$ cat config.mk
export PLATFORM = sky130hd
export DESIGN_NAME = interrupt_seq
export DESIGN_NICKNAME = d
export VERILOG_FILES = /design/src/rtl/interrupt_seq.sv
export SDC_FILE = /design/constraint.sdc
export NUM_CORES = 1
export LEC_CHECK = 0
export CORE_UTILIZATION = 51
export CTS_CLUSTER_SIZE = 30
export DETAILED_ROUTE_END_ITERATION = 8
export PLACE_DENSITY = 0.83
export SYNTH_ARGS = -nofsm -noshare
export SYNTH_HDL_FRONTEND = slang
export SYNTH_SLANG_ARGS = --single-unit
$ cat constraint.sdc
create_clock -name ph1 -period 5.8 [get_ports ph1]
set_input_delay 1.16 -clock ph1 [delete_from_list [all_inputs] [get_ports ph1]]
set_output_delay 1.16 -clock ph1 [all_outputs]
set_load 0.01 [all_outputs]
$ cat src/rtl/interrupt_seq.sv
`default_nettype none
// ============================================================================
// Module   : interrupt_seq
// Brief    : 6502-style interrupt/BRK entry sequencer: pushes PC and P, then
//            fetches the NMI or IRQ/BRK vector over a simple byte bus.
// Revision : 1.0 - initial release
// ============================================================================
module interrupt_seq #(
    parameter logic [7:0]  STACK_PAGE = 8'h01,
    parameter logic [15:0] NMI_VEC    = 16'hFFFA,
    parameter logic [15:0] IRQ_VEC    = 16'hFFFE
) (
    input  logic        ph1,
    input  logic        reset,
    input  logic        irq,
    input  logic        nmi,
    input  logic        brk_req,
    input  logic        boundary,
    input  logic [15:0] pc_in,
    input  logic [7:0]  sp_in,
    input  logic [7:0]  p_in,
    input  logic [7:0]  din,
    output logic [15:0] addr,
    output logic [7:0]  dout,
    output logic        we,
    output logic        busy,
    output logic        done,
    output logic [15:0] pc_out,
    output logic [7:0]  sp_out,
    output logic [7:0]  p_out
);

    typedef enum logic [2:0] {
        IDLE     = 3'd0,
        DUMMY    = 3'd1,
        PUSH_PCH = 3'd2,
        PUSH_PCL = 3'd3,
        PUSH_P   = 3'd4,
        VEC_LO   = 3'd5,
        VEC_HI   = 3'd6,
        DONE     = 3'd7
    } state_t;

    state_t      state_q,    state_d;
    logic        nmi_prev_q;
    logic        nmi_pend_q, nmi_pend_d;
    logic [15:0] pc_q,       pc_d;
    logic [7:0]  sp_q,       sp_d;
    logic [7:0]  p_q,        p_d;
    logic        brk_q,      brk_d;
    logic        vec_nmi_q,  vec_nmi_d;
    logic [7:0]  pcl_q,      pcl_d;
    logic [15:0] pc_out_q,   pc_out_d;
    logic [7:0]  sp_out_q,   sp_out_d;
    logic [7:0]  p_out_q,    p_out_d;

    logic        w_nmi_edge;
    logic        w_start;
    logic [15:0] w_vec_base;
    logic [7:0]  w_p_push;

    always_ff @(posedge ph1 or posedge reset) begin
        if (reset) begin
            state_q    <= IDLE;
            nmi_prev_q <= 1'b0;
            nmi_pend_q <= 1'b0;
            pc_q       <= 16'h0000;
            sp_q       <= 8'h00;
            p_q        <= 8'h00;
            brk_q      <= 1'b0;
            vec_nmi_q  <= 1'b0;
            pcl_q      <= 8'h00;
            pc_out_q   <= 16'h0000;
            sp_out_q   <= 8'h00;
            p_out_q    <= 8'h00;
        end else begin
            state_q    <= state_d;
            nmi_prev_q <= nmi;
            nmi_pend_q <= nmi_pend_d;
            pc_q       <= pc_d;
            sp_q       <= sp_d;
            p_q        <= p_d;
            brk_q      <= brk_d;
            vec_nmi_q  <= vec_nmi_d;
            pcl_q      <= pcl_d;
            pc_out_q   <= pc_out_d;
            sp_out_q   <= sp_out_d;
            p_out_q    <= p_out_d;
        end
    end

    always_comb begin
        w_nmi_edge = nmi & ~nmi_prev_q;
        w_start    = boundary & (nmi_pend_q | brk_req | (irq & ~p_in[2]));
        w_vec_base = vec_nmi_q ? NMI_VEC : IRQ_VEC;
        // Pushed status always has bit5 set; bit4 marks a software (BRK) entry
        w_p_push   = (p_q & 8'hCF) | 8'h20 | {3'b000, brk_q, 4'h0};

        state_d    = state_q;
        nmi_pend_d = nmi_pend_q | w_nmi_edge;
        pc_d       = pc_q;
        sp_d       = sp_q;
        p_d        = p_q;
        brk_d      = brk_q;
        vec_nmi_d  = vec_nmi_q;
        pcl_d      = pcl_q;
        pc_out_d   = pc_out_q;
        sp_out_d   = sp_out_q;
        p_out_d    = p_out_q;
        addr       = 16'h0000;
        dout       = 8'h00;
        we         = 1'b0;
        busy       = 1'b0;
        done       = 1'b0;

        case (state_q)
            IDLE: begin
                if (w_start) begin
                    state_d = DUMMY;
                    pc_d    = pc_in;
                    sp_d    = sp_in;
                    p_d     = p_in;
                    brk_d   = ~nmi_pend_q & brk_req;
                end
            end
            DUMMY: begin
                busy    = 1'b1;
                state_d = PUSH_PCH;
            end
            PUSH_PCH: begin
                busy    = 1'b1;
                addr    = {STACK_PAGE, sp_q};
                dout    = pc_q[15:8];
                we      = 1'b1;
                sp_d    = sp_q - 8'd1;
                state_d = PUSH_PCL;
            end
            PUSH_PCL: begin
                busy    = 1'b1;
                addr    = {STACK_PAGE, sp_q};
                dout    = pc_q[7:0];
                we      = 1'b1;
                sp_d    = sp_q - 8'd1;
                state_d = PUSH_P;
            end
            PUSH_P: begin
                busy    = 1'b1;
                addr    = {STACK_PAGE, sp_q};
                dout    = w_p_push;
                we      = 1'b1;
                sp_d    = sp_q - 8'd1;
                state_d = VEC_LO;
            end
            VEC_LO: begin
                // A late NMI still wins here; a fresh edge this cycle stays pending
                busy      = 1'b1;
                vec_nmi_d = nmi_pend_q;
                addr      = nmi_pend_q ? NMI_VEC : IRQ_VEC;
                pcl_d     = din;
                if (nmi_pend_q) begin
                    nmi_pend_d = w_nmi_edge;
                end
                state_d   = VEC_HI;
            end
            VEC_HI: begin
                busy     = 1'b1;
                addr     = w_vec_base + 16'd1;
                pc_out_d = {din, pcl_q};
                sp_out_d = sp_q;
                p_out_d  = (p_q | 8'h24) & 8'hEF;
                state_d  = DONE;
            end
            DONE: begin
                done    = 1'b1;
                state_d = IDLE;
            end
            default: begin
                state_d = IDLE;
            end
        endcase
    end

    assign pc_out = pc_out_q;
    assign sp_out = sp_out_q;
    assign p_out  = p_out_q;

endmodule
`default_nettype wire

Word-level counts from Yosys, hierarchy flattened. Cells that the tools add are included.

Input bits: 46. Bits in registers: 78. Output and inout port bits: 59. Logic and storage cells: 52.

Equal/unequal tests: 8. Mux-type cells: 13. Add/sub/neg operators: 2. Reduce and logical (&&, ||, !) cells: 6. Bitwise gates (word level): 11.

Operator list (number): one-hot mux 16 bit (3 select lines) (1); one-hot mux 3 bit (8 select lines) (1); one-hot mux 8 bit (3 select lines) (1); one-hot mux 8 bit (2 select lines) (1); == test 3 bit, second input constant (4); 2-to-1 mux 3 bit (3); 2-to-1 mux 8 bit (1); bitwise OR 8 x 5 -> 8 bit (1); subtractor 8 x 1 -> 8 bit, second input constant (1); == test 3 x 2 -> 1 bit, second input constant (2); OR reduction 6 bit (1); adder 4 x 2 -> 5 bit, second input constant (1); 2-to-1 mux 1 bit (5); AND 1 bit (4); AND reduction 2 bit (2); == test 3 x 1 -> 1 bit, second input constant (1); zero test 3 bit (1); inverter 1 bit (3); bitwise OR 1 bit (3); OR reduction 3 bit (1); inequality test 2 bit, second input constant (1); nonzero test 2 bit (1).

Logic depth before layout (Yosys ltp). Gate-level depths: netlist (run 1).

Depth after elaboration: 6. Mapped depth: 10. Gate-level depth less buffers: 7.

Worst setup path after synthesis (run 1). No wires, ideal clock.

Kind: register to output. Start: register state_q[0]. End: output port addr[2]. Setup slack: 2.991 ns. Arrival time: 1.649 ns. Required time: 4.640 ns. Stages on the path, launching flop included: 11. Path buffers: 3. Cells stage by stage: dfrtp_1 inv_1 ha_1 buf_6 or3_1 buf_6 nand2_8 inv_4 buf_6 nand2_1 o221ai_1.

Word-level cells in the longest chain between the ends: 3. Elaborated cells between the ends (all ways): 7. Those cells by class: 5 x eq/ne; 1 x mux; 1 x reduce/logical.

Ends and longest elaborated chain: from (decl) (line 44) `state_t state_q, state_d;`; from (signal assigned) (line 77) `state_q <= state_d;`; == test 3 bit / == test 3 x 2 -> 1 bit (equally long branches) (line 116) `case (state_q)`; OR reduction 3 bit (no source line); one-hot mux 16 bit (3 select lines) (*) (line 116); to (decl) (line 23) `output logic [15:0] addr,`.

Every way passes the cells marked *; elsewhere a longest branch is shown, timed or not.

Worst setup path after layout (run 1). Ends and elaborated chain as after synthesis.

==> results of run 1 <==
[layout make-up]
type                       instances  area, sq um
clock inverter                     6         72.6
multi-input combinational        177         1470
timing repair buffer             103         1030
tap                               77         96.3
inverter                          10         40.0
fill                             469         1830
clock buffer                      10          128
sequential                        75         1880
[cell families after synthesis]
group                      after synthesis  synth area share, %
DFF                                     75                 53.2
other                                    1                0.106
and+or+nand+nor                         61                 8.86
adders and majority gates                5                 1.77
AOI/OAI and AO/OA                       50                 11.4
buffers and inverters                   35                 5.60
muxes                                   60                 19.1
[power groups by stage]
stage / combinational, mW / sequential [mW] / clock, mW
after global routing: 1.65 / 0.989 / 0.433
after floorplan: 0.915 / 0.963 / 0
after global placement: 1.49 / 0.943 / 0
after detailed placement: 1.53 / 0.961 / 0
final: 1.53 / 0.952 / 0.409
after CTS: 1.54 / 0.954 / 0.416
[flip-flops by register name (all words and copies together), names as in the netlist]
signal      count
vec_nmi_q       1
p_out           6
state_q         3
p_q             6
sp_q            8
pcl_q           8
sp_out          8
nmi_pend_q      1
pc_q           16
brk_q           1
pc_out         16
nmi_prev_q      1
[metal layers]
layer | track usage, % | vias up
met5 | 0 | -
met4 | 11.4 | 0
li1 | - | 1201
met2 | 35.9 | 97
met3 | 6.13 | 14
met1 | 28.3 | 1271
[synth_stat cells, drive strengths merged]
library cell / number / area share (%)
o31ai: 2 / 0.96
conb: 1 / 0.11
o21bai: 1 / 0.21
nor2: 2 / 0.21
nor4: 1 / 0.18
or2b: 1 / 0.21
o221ai: 1 / 0.25
o311ai: 1 / 0.46
o211a: 1 / 0.28
nor3: 4 / 0.57
or4: 1 / 0.21
a221o: 1 / 0.28
nand2b: 3 / 0.53
inv: 10 / 1.1
or3: 3 / 0.53
nor2b: 5 / 0.89
or3b: 1 / 0.25
a21oi: 2 / 0.39
a21boi: 1 / 0.21
nand4: 2 / 0.35
a22oi: 7 / 1.5
a2111o: 1 / 0.32
o2bb2ai: 1 / 0.25
mux2: 59 / 19
buf: 20 / 3.9
nand3: 5 / 0.71
o211ai: 1 / 0.21
o21a: 1 / 0.21
clkbuf: 5 / 0.53
a2bb2oi: 5 / 1.2
mux2i: 1 / 0.28
nand3b: 1 / 0.21
o22ai: 4 / 0.71
dfrtp: 75 / 53
a221oi: 4 / 1.3
nand2: 30 / 3.6
ha: 5 / 1.8
and2: 2 / 0.35
o21ai: 12 / 1.7
a211o: 1 / 0.25
a211oi: 3 / 0.64
[worst max-delay path: stages (launching register included)]
cell and delay [ns]:
dfrtp_1 0.40, inv_1 0.10, ha_1 0.37, nand2b_1 0.46, nand2_8 0.12, inv_4 0.16
nand2_1 0.07, o221ai_1 0.07, clkdlybuf4s50_1 0.59
[final timing paths]
path / start / endpoint / cells after the start
hold reg to reg: nmi_prev_q / nmi_pend_q / 1
setup / recovery: state_q[0] / addr[2] / 8
setup reg to reg: state_q[0] / pc_q[0] / 5
min in group asynchronous: reset / p_out[3] / 3
hold / removal: nmi_prev_q / nmi_pend_q / 1
max in group asynchronous: reset / pc_out[12] / 3
==> results.json, run 1 <==
{
  "status": "finished clean",
  "synth_fp_nets": 338,
  "grt_max_degree": 76,
  "gp_congestion": 0.826,
  "rsz0062_at_grt": "no",
  "fin_crit_sh_pct": 66.5,
  "min_period_ns": 3.85,
  "final_util_pct": 72.0,
  "max_cap_violations": 0,
  "dr_wl_met2_um": 3720,
  "syn_inst": 287,
  "setup_violations": 0,
  "start_util_pct": 54.1,
  "avgViaCountPerCell": 5.64,
  "numCtsBuffers": 9,
  "cts.htree.levels": 3,
  "core_area_sq_um": 6530,
  "grt_use_total_pct": 22.5,
  "rows": 29,
  "syn_to_final_growth_pct": 33.3,
  "cp_data_required_time_ns": 4.64,
  "synth.avg_cell_area_sq_um": 12.3,
  "wl_met3_um": 476,
  "yosys_warnings": 0,
  "firstDrtPassIters": 4,
  "grt_first_pass_wirelength_um": 12500,
  "clock_latency_ns": 0.35,
  "cts_setup_buffers": 0,
  "drt_iter0_drc": 93,
  "place_area_sq_um": 4510,
  "pre_cts_ws_ns": 2.31,
  "die-area_sq_um": 7260,
  "ctsHoldBuffers": 0,
  "combPwrFrac_pct": 52.9,
  "io_buffers": 101,
  "skew_ns": 0.00863,
  "hp-class": "flip-flop to flip-flop",
  "mostFrequentLayoutCells": "clkdlybuf4s50_1 (101), dfrtp_1 (75), mux2_2 (56), nand2_1 (29), o21ai_0 (11)",
  "switching_share_pct": 36.4,
  "grt_overflow": 0,
  "final_common_cell": "clkdlybuf4s50_1",
  "worst_pin_slew_ns": 1.19,
  "syn_area_sq_um": 3530,
  "seq_area_frac_synth_pct": 53.2,
  "ys_ff_latch": 75,
  "clock_power_share_pct": 14.2,
  "max_freq_mhz": 259,
  "io_pins": 105,
  "die_w_um": 85.2,
  "top_layer_used": "met4",
  "final_area_sq_um": 4710,
  "switchingPower_mw": 1.05,
  "antennaDiodeCount": 0,
  "critPathMaxFanout": 12,
  "cts_tree": "yes",
  "p_per_area_nw_per_um2": 614,
  "wl_met1_um": 3150,
  "power.total_mw": 2.89,
  "setup_ws_ns": 1.95,
  "hpwl_um": 5200,
  "p_seq_share_pct": 33.0,
  "cts_resized": 0,
  "ant_nets": 0,
  "grt_antenna_before_repair": 0,
  "worst_setup_path_end_kind": "output pin",
  "relSlewSlack_pct": 20.4,
  "synth.distinct_cells": 50,
  "p_leak_nw": 1.98,
  "intPower_mw": 1.84,
  "placedCellCount": 442,
  "layout.cells.non_filler": 458,
  "drc": 0,
  "arrival_ns": 2.69,
  "setup_tns_ns": 0,
  "cts_buffer_depth": 2,
  "die_y_um": 85.2,
  "drive_above_1_share_pct": 21.8,
  "finalWirelength_um": 7510,
  "ir_worst_vdd_uv": 296,
  "nets": 427,
  "path_clk_slew_ns": 0.08,
  "maxSlewViolCount": 0,
  "wl_per_cell_um": 16.4,
  "startpoint_type": "flip-flop",
  "vias": 2583,
  "crit_type": "flip-flop to output pin",
  "holdWs_ns": 0.441,
  "clock_sinks": 75,
  "cts-root-buf": "clkbuf_8",
  "grt_pass1_vias": 2563,
  "r2r_slack_ns": 2.84,
  "hold_viol_final": 0
}
(Power assumes the default switching activity.)
==> run 2, diff against run 1 <==
- CORE_UTILIZATION: 51 -> 47
- PLACE_DENSITY: 0.83 -> 0.77
- clock period: 5.8 -> 3.9 ns (I/O delays scaled with it)
==> run 2 against run 1 <==
Compared with the run above: clock-buffer cell count grew 1; wire length up 0.73%; cell count increased by 5.0%; hold slack got worse by 0.0027 ns; power is 46% higher; first-iteration DRC count increased by 3.2%; worst setup slack got worse by 1.5 ns; non-clock buffer count increased by 2; register-to-register slack lost 1.2 ns; combinational power rose by 48%; final area increased by 0.51%; via count is 1.9% lower.
==> results.json, run 2 (synthesis results as in run 1) <==
{
  "fin_crit_sh_pct": 89.5,
  "status": "finished clean",
  "skew_ns": 0.00803,
  "ir_worst_vdd_uv": 371,
  "setup_tns_ns": 0,
  "cts-root-buf": "clkbuf_8",
  "max_freq_mhz": 286,
  "placedCellCount": 466,
  "ctsHoldBuffers": 0,
  "syn_to_final_growth_pct": 33.9,
  "die-area_sq_um": 7860,
  "cp_data_required_time_ns": 3.12,
  "antennaDiodeCount": 0,
  "avgViaCountPerCell": 5.27,
  "numCtsBuffers": 9,
  "crit_type": "flip-flop to output pin",
  "worst_pin_slew_ns": 1.15,
  "clock_latency_ns": 0.34,
  "io_pins": 105,
  "final_area_sq_um": 4730,
  "hpwl_um": 5410,
  "maxSlewViolCount": 0,
  "min_period_ns": 3.49,
  "start_util_pct": 48.7,
  "place_area_sq_um": 4560,
  "cts_tree": "yes",
  "critPathMaxFanout": 12,
  "firstDrtPassIters": 5,
  "cts_resized": 0,
  "rsz0062_at_grt": "no",
  "hp-class": "flip-flop to flip-flop",
  "nFillCells": 579,
  "hold_viol_final": 0,
  "worst_setup_path_end_kind": "output pin",
  "grt_max_degree": 42,
  "clock_sinks": 75,
  "arrival_ns": 2.71,
  "cts_setup_buffers": 0,
  "die_y_um": 88.7,
  "grt_use_total_pct": 20.7,
  "die_w_um": 88.7,
  "grt_antenna_before_repair": 0,
  "cts_buffer_depth": 2,
  "wl_per_cell_um": 15.7,
  "cts.htree.levels": 3,
  "path_clk_slew_ns": 0.07,
  "setup_violations": 0,
  "p_per_area_nw_per_um2": 892,
  "gp_congestion": 0.897,
  "pre_cts_ws_ns": 0.802,
  "drc": 0,
  "p_leak_nw": 1.99,
  "nets": 429,
  "setup_ws_ns": 0.409,
  "max_cap_violations": 0,
  "ant_nets": 0,
  "rows": 31,
  "mostFrequentLayoutCells": "clkdlybuf4s50_1 (101), dfrtp_1 (75), mux2_2 (56), nand2_1 (29), o21ai_0 (11)",
  "layout.cells.non_filler": 481,
  "core_area_sq_um": 7250,
  "vias": 2534,
  "grt_first_pass_wirelength_um": 12100,
  "register_area_sq_um": 1880,
  "relSlewSlack_pct": 23.1,
  "multi_input_area_sq_um": 1470,
  "final_common_cell": "clkdlybuf4s50_1",
  "startpoint_type": "flip-flop",
  "drive_above_1_share_pct": 22.0,
  "drt_iter0_drc": 96,
  "io_buffers": 101,
  "grt_pass1_vias": 2481,
  "grt_overflow": 0,
  "finalWirelength_um": 7570
}
run 2: cell count changes in the layout (fill, tap and decap cells not counted):
cell        before  now
buf_12           0    1
clkbuf_8         9   10
clkinv_2         0    2
bufinv_16        1    0
inv_6            2    0
clkinvlp_4       1    0
buf_4            2    3
run 2: worst max-delay path, stage by stage (launching register included):
cell	delay [ns]
dfrtp_1	0.40
inv_1	0.11
ha_1	0.36
nand2b_1	0.46
nand2_8	0.12
inv_4	0.15
nand2_1	0.07
o221ai_1	0.10
clkdlybuf4s50_1	0.60
run 2: worst paths after layout:
path	startpoint	end	slack, ns	cells after the start
worst min register to register	nmi_prev_q	nmi_pend_q	0.44	1
max in group asynchronous	reset	state_q[1]	2.35	3
worst min-delay path	nmi_prev_q	nmi_pend_q	0.44	1
min in group asynchronous	reset	pcl_q[0]	0.89	2
worst max-delay path	state_q[0]	addr[2]	0.41	8
worst max register to register	state_q[0]	sp_q[1]	1.59	6
run 2: cell type report:
class	count	share of cell area, %
clock inverter	4	0.582
sequential	75	39.7
multi-input combinational	177	31.0
inverter	10	0.847
timing repair buffer	105	22.3
tap	99	2.62
clock buffer	11	2.99
run 2: where the power goes:
| part | leakage [nW] | internal, mW | switching, mW |
|---|---|---|---|
| clock network | 0.0891 | 0.245 | 0.275 |
| logic | 1.01 | 1.27 | 1.00 |
| registers | 0.885 | 1.17 | 0.258 |
run 2: per-stage QoR:
stage | power [mW] | util (%) | hold slack (ns)
2_1_floorplan | 2.79 | - | 0.410
6_report | 4.22 | 65.2 | 0.439
3_5_place_dp | 3.72 | 62.9 | 0.429
3_3_place_gp | 3.65 | 62.9 | 0.413
5_1_grt | 4.52 | 65.2 | 0.481
4_1_cts | 4.26 | 65.2 | 0.446
run 2: per-layer routing:
metal  track usage, %  part of all wire [%]  up-vias
li1                 -                     -     1204
met1             26.7                    42     1242
met5                0                     0        -
met4             8.94                   1.4        0
met3             6.06                   5.7       10
met2             32.7                    50       78
==> run 3, diff against run 2 <==
- ABC_CLOCK_PERIOD_IN_PS: unset -> 3900
==> results of run 3 <==
Same layout as run 2: the final DEF is identical, and so are final timing and power.
